File: config.mk
export PLATFORM = sky130hd
export DESIGN_NAME = fetch_sequencer
export DESIGN_NICKNAME = d
export VERILOG_FILES = /design/src/rtl/fetch_sequencer.sv
export SDC_FILE = /design/constraint.sdc
export NUM_CORES = 1
export LEC_CHECK = 0
export CORE_MARGIN = 10
export CORE_UTILIZATION = 40
export DETAILED_ROUTE_END_ITERATION = 6
export PLACE_DENSITY_LB_ADDON = 0.3
export SETUP_SLACK_MARGIN = 0.02
export SLEW_MARGIN = 20
export SYNTH_ARGS = -nofsm -noshare
export SYNTH_HDL_FRONTEND = slang
export SYNTH_SLANG_ARGS = --single-unit
File: constraint.sdc
create_clock -name i_clk -period 2.1 [get_ports i_clk]
set_input_delay 0.21 -clock i_clk [delete_from_list [all_inputs] [get_ports i_clk]]
set_output_delay 0.21 -clock i_clk [all_outputs]
set_load 0.01 [all_outputs]
File: src/rtl/fetch_sequencer.sv
// -----------------------------------------------------------------------------
// fetch_sequencer
// Program sequencer for the single-issue datapath. Owns the program counter,
// fetches one op at a time from instruction memory over a req/ack handshake,
// holds the op for the decoder until the datapath signals completion, then
// resolves BZ/BNZ/JMP/JMR and selects the next fetch address.
//
// Ports:
//   i_clk, i_reset        clock; synchronous active-high reset
//   o_imem_req            fetch request, held until acknowledged
//   o_imem_addr           fetch address (equals pc)
//   i_imem_ack            memory acknowledge, i_imem_data valid same cycle
//   i_imem_data           fetched op
//   o_op, o_op_valid      registered current op; pulse on a newly loaded op
//   i_exec_done           datapath finished the current op (pulse)
//   i_branch_en           current op is a control-transfer op
//   i_branch_type         00 BZ, 01 BNZ, 10 JMP, 11 JMR
//   i_zero_flag           ALU zero result for the current op
//   i_branch_offset       signed pc-relative offset
//   i_jmr_target          absolute target for JMR
//   i_halt                stop after the current op (sampled with exec_done)
//   o_pc                  address of the current op
//   o_running             low only when halted
// -----------------------------------------------------------------------------
module fetch_sequencer #(
    parameter int ADDR_W   = 8,
    parameter int OP_W     = 32,
    parameter int RESET_PC = 0
) (
    input  logic                     i_clk,
    input  logic                     i_reset,
    output logic                     o_imem_req,
    output logic [ADDR_W-1:0]        o_imem_addr,
    input  logic                     i_imem_ack,
    input  logic [OP_W-1:0]          i_imem_data,
    output logic [OP_W-1:0]          o_op,
    output logic                     o_op_valid,
    input  logic                     i_exec_done,
    input  logic                     i_branch_en,
    input  logic [1:0]               i_branch_type,
    input  logic                     i_zero_flag,
    input  logic signed [15:0]       i_branch_offset,
    input  logic [ADDR_W-1:0]        i_jmr_target,
    input  logic                     i_halt,
    output logic [ADDR_W-1:0]        o_pc,
    output logic                     o_running
);

    typedef enum logic [1:0] {
        S_FETCH   = 2'd0,
        S_EXECUTE = 2'd1,
        S_HALTED  = 2'd2
    } state_t;

    // Offset arithmetic is done at least 16 bits wide so the offset is
    // sign-extended correctly, then truncated back to the address width.
    localparam int SUM_W = (ADDR_W > 16) ? ADDR_W : 16;

    localparam logic [1:0] BT_BZ  = 2'b00;
    localparam logic [1:0] BT_BNZ = 2'b01;
    localparam logic [1:0] BT_JMP = 2'b10;
    localparam logic [1:0] BT_JMR = 2'b11;

    state_t              r_state, w_state_nxt;
    logic [ADDR_W-1:0]   r_pc, w_pc_nxt;
    logic [OP_W-1:0]     r_op, w_op_nxt;
    logic                r_op_valid, w_op_valid_nxt;
    logic                r_first;
    logic                w_req;
    logic                w_take;
    logic [ADDR_W-1:0]   w_seq_pc;
    logic [ADDR_W-1:0]   w_rel_pc;
    logic [ADDR_W-1:0]   w_target;

    // Wrapping pc + signed offset.
    function automatic logic [ADDR_W-1:0] pc_add(
        input logic [ADDR_W-1:0] base,
        input logic signed [15:0] off
    );
        logic signed [SUM_W-1:0] base_ext;
        logic signed [SUM_W-1:0] off_ext;
        logic signed [SUM_W-1:0] sum;
        base_ext = SUM_W'(base);
        off_ext  = SUM_W'(off);
        sum      = base_ext + off_ext;
        return sum[ADDR_W-1:0];
    endfunction

    // Branch resolution (branch_type is meaningless without branch_en).
    always_comb begin
        w_seq_pc = r_pc + ADDR_W'(1);
        w_rel_pc = pc_add(r_pc, i_branch_offset);
        w_take   = 1'b0;
        case (i_branch_type)
            BT_BZ:   w_take = i_zero_flag;
            BT_BNZ:  w_take = ~i_zero_flag;
            BT_JMP:  w_take = 1'b1;
            default: w_take = 1'b0;
        endcase
        if (!i_branch_en) begin
            w_target = w_seq_pc;
        end else if (i_branch_type == BT_JMR) begin
            w_target = i_jmr_target;
        end else if (w_take) begin
            w_target = w_rel_pc;
        end else begin
            w_target = w_seq_pc;
        end
    end

    // Next-state / outputs.
    always_comb begin
        w_state_nxt    = r_state;
        w_pc_nxt       = r_pc;
        w_op_nxt       = r_op;
        w_op_valid_nxt = 1'b0;
        w_req          = 1'b0;
        case (r_state)
            S_FETCH: begin
                // The cycle right after reset never requests.
                w_req = ~r_first;
                if (w_req && i_imem_ack) begin
                    w_op_nxt       = i_imem_data;
                    w_op_valid_nxt = 1'b1;
                    w_state_nxt    = S_EXECUTE;
                end
            end
            S_EXECUTE: begin
                if (i_exec_done) begin
                    w_pc_nxt    = w_target;
                    w_state_nxt = i_halt ? S_HALTED : S_FETCH;
                end
            end
            S_HALTED: begin
                w_state_nxt = S_HALTED;
            end
            default: begin
                w_state_nxt = S_FETCH;
            end
        endcase
    end

    always_ff @(posedge i_clk) begin
        if (i_reset) begin
            r_state    <= S_FETCH;
            r_pc       <= ADDR_W'(RESET_PC);
            r_op       <= '0;
            r_op_valid <= 1'b0;
            r_first    <= 1'b1;
        end else begin
            r_state    <= w_state_nxt;
            r_pc       <= w_pc_nxt;
            r_op       <= w_op_nxt;
            r_op_valid <= w_op_valid_nxt;
            r_first    <= 1'b0;
        end
    end

    assign o_imem_req  = w_req;
    assign o_imem_addr = r_pc;
    assign o_op        = r_op;
    assign o_op_valid  = r_op_valid;
    assign o_pc        = r_pc;
    assign o_running   = (r_state != S_HALTED);

endmodule

==> results.toml <==
[synth]
synthCells = 297
yosysWarnings = 0
syn_area_um2 = 2303
synth-main-ff-cell = "dfxtp_1"
synth_common_cells = "nand2_1 (74), a21oi_1 (48), dfxtp_1 (44), clkbuf_1 (13), inv_1 (11)"
synth_top_family_by_area = "simple AND/OR/NAND/NOR gates"
synth_fa_ha_area_share_pct = 5.215
synth_cell_types = 53
synth_compound_area_share_pct = 22.32
synth_xor_area_share_pct = 1.521
ys_async_sr_fraction_pct = 0
yosysMostFrequentCell = "nand2_1"
synth_area_leader_cell = "dfxtp_1"
syn-num-nets = 371
synth_edf_count = 0
seq_area_frac_synth_pct = 38.24
yosysTopAreaCellShare_pct = 38.24
ys_ff_latch = 44
synth_area_leaders = "dfxtp_1 (38%), nand2_1 (12%), a21oi_1 (10%), ha_1 (4.3%), buf_4 (2.6%)"
avgSynthCellArea_um2 = 7.756
yosys.area_share.simple_pct = 24.01
synth_mux_area_share_pct = 0.4889

[critical_path]
rrSetupSlack_ps = 190
worstSetupEndpointType = "flip-flop"
cp_max_fo = 2
worst_path_dominant_cell_family = "adder cells"
cp.buffers_inverters = 1
slowest_stage = "fa_1"
crit_cells = 7
required_ps = 2290
cp_slowest_stage_delay_ps = 400
setup.worst_path.class = "reg2reg"
path_cells = "ha_1, inv_1, fa_1, xnor2_1, o311ai_0, o2111ai_1, and3_1"
worstPathArrival_ps = 2100
worstRegToRegCells = 7
start_kind = "flip-flop"

[global_routing]
grt-ovfl-total = 0
grt_pass1_wl_mm = 11.30
grt_usage_pct = 15.02
antenna_found_initial = 0
grt_max_degree = 44
grt_pass1_vias = 2331

[cts]
cts-resized-gates = 0
htreeDepth = 2
cts_setup_buffers = 0
cts_buffers = 5
path_clk_slew_ps = 90
clockBufferDepth = 2
cts_tree = "yes"
root_buffer = "clkbuf_8"
clkSinkCount = 44
clkLatencyLatePin_ps = 290
cts_hold_buf = 0

[floorplanning]
die_y_um = 95.89
die-width_um = 95.89
ios = 116
rows = 27
fp.dieArea_um2 = 9194
start_util_pct = 41.58
core_um2 = 5540

[timing]
max_slew.worst_pin.slew_ps = 455.9
drv_slew = 0
grt_setup_unrepaired = "no"
clock.fmax_mhz = 524.2
finalCriticalPeriod_ps = 1908
hold_ws_ps = 454.9
hold_viol = 0
worst_slack_ps = 192.3
max-slew-margin-rel_pct = 69.61
min_period_over_period_pct = 90.84
setup_viol = 0
finClkSkew_ps = 6.967

[final_layout]
area_growth_pct = 54.97
final_area_um2 = 3570
instances_no_fill = 479
final_util_pct = 64.43
diodes = 0
drive_gt1_share_pct = 8.845
fin_nets = 480

[drt]
totalWireLength_mm = 7.334
vias = 2458
drc_errors = 0
dr.pass1.iters = 4
drtIter0Drc = 148
ant_nets = 0
vias_per_cell = 5.132
wl_per_cell_um = 15.31

[placed_design]
dpl.cell_count = 471
portBuffers = 107
gp_congestion = 0.9005
post-dp-hpwl_mm = 5.634
placed_area_um2 = 3476
pre_cts_ws_ps = -94.89

[pwr]
ir_worst_vdd_v = 0.0002829
power_density_nw_per_um2 = 525.9
p_leak_nw = 1.333

[run_status]
status = "completed"

[worst_hold_path]
hold_path.class = "in2reg"
hold_depth = 3

[flow_run]
max_cap_violations = 0
==> cells in the final DEF, fill, tap and decap left out, types with 2 or more instances in the layout <==
cell type / n
clkdlybuf4s50_1: 107
nand4_1: 3
a21o_2: 2
xor2_1: 2
ha_1: 8
a21oi_1: 48
nand2_1: 74
o21ai_1: 2
nand2b_1: 2
o21ai_0: 10
a211oi_1: 3
nor2_1: 9
clkbuf_8: 6
inv_1: 11
and4_1: 2
buf_4: 20
xnor2_1: 2
dfxtp_1: 44
o22ai_1: 2
nor3_1: 6
nand3_1: 9
nor3b_1: 2
o32ai_1: 2
==> path summary, 6_finish.rpt <==
check                                       to            start
worst max-delay path            o_imem_addr[2]   o_imem_addr[0]
worst min-delay path                  o_op[21]  i_imem_data[21]
worst max register to register  o_imem_addr[2]   o_imem_addr[0]
worst min register to register         o_op[8]          o_op[8]
==> report_power, final <==
| part | switching, mW | total [mW] | internal, mW |
|---|---|---|---|
| Combinational | 0.185 | 0.427 | 0.242 |
| Sequential | 0.0222 | 0.893 | 0.871 |
| Clock | 0.290 | 0.558 | 0.268 |
| Total | 0.497 | 1.88 | 1.38 |
==> cell families (layout without fill, tap and decap cells) <==
logic type	count (synthesis)	after routing
AND/OR/NAND/NOR	119	119
AO/OA/AOI/OAI	84	84
flip-flops	44	44
buffers and inverters	36	146
adder cells (fa/ha/maj)	9	9
XOR/XNOR	4	4
multiplexers	1	1
==> routing by layer <==
metal | track usage (%) | part of all wire [%] | vias up
met5 | 0 | 0 | -
met4 | 4.300 | 1.5 | 0
met3 | 4.514 | 8.0 | 11
met2 | 25.51 | 48 | 103
met1 | 17.90 | 43 | 1101
li1 | - | - | 1243
==> metrics by stage <==
stage,setup TNS (ps),power [mW]
after global routing,0,1.961
after detailed placement,-270.2,1.339
after floorplan,0,1.098
final,0,1.877
after CTS,0,1.896
after global placement,-55.25,1.331
==> worst register-to-register path, stage by stage, from the launching register on <==
cell,delay (ps)
dfxtp_1,370
ha_1,180
inv_1,50
fa_1,400
xnor2_1,160
o311ai_0,300
o2111ai_1,150
and3_1,190
==> area by class of cell <==
cell class / count / area, um^2
clock buffer: 7 / 86.33
clock inverter: 1 / 7.507
fill: 491 / 1971
inverter: 11 / 41.29
multi-input combinational: 217 / 1242
sequential: 44 / 880.8
tap: 72 / 90.09
timing repair buffer: 127 / 1221
==> registers in the layout, summed over array words and instances (netlist names) <==
| signal | count |
|---|---|
| r_first | 1 |
| o_imem_addr | 8 |
| o_op | 32 |
| o_op_valid | 1 |
| r_state | 2 |
Note: power is estimated with default switching activity, not from simulation.
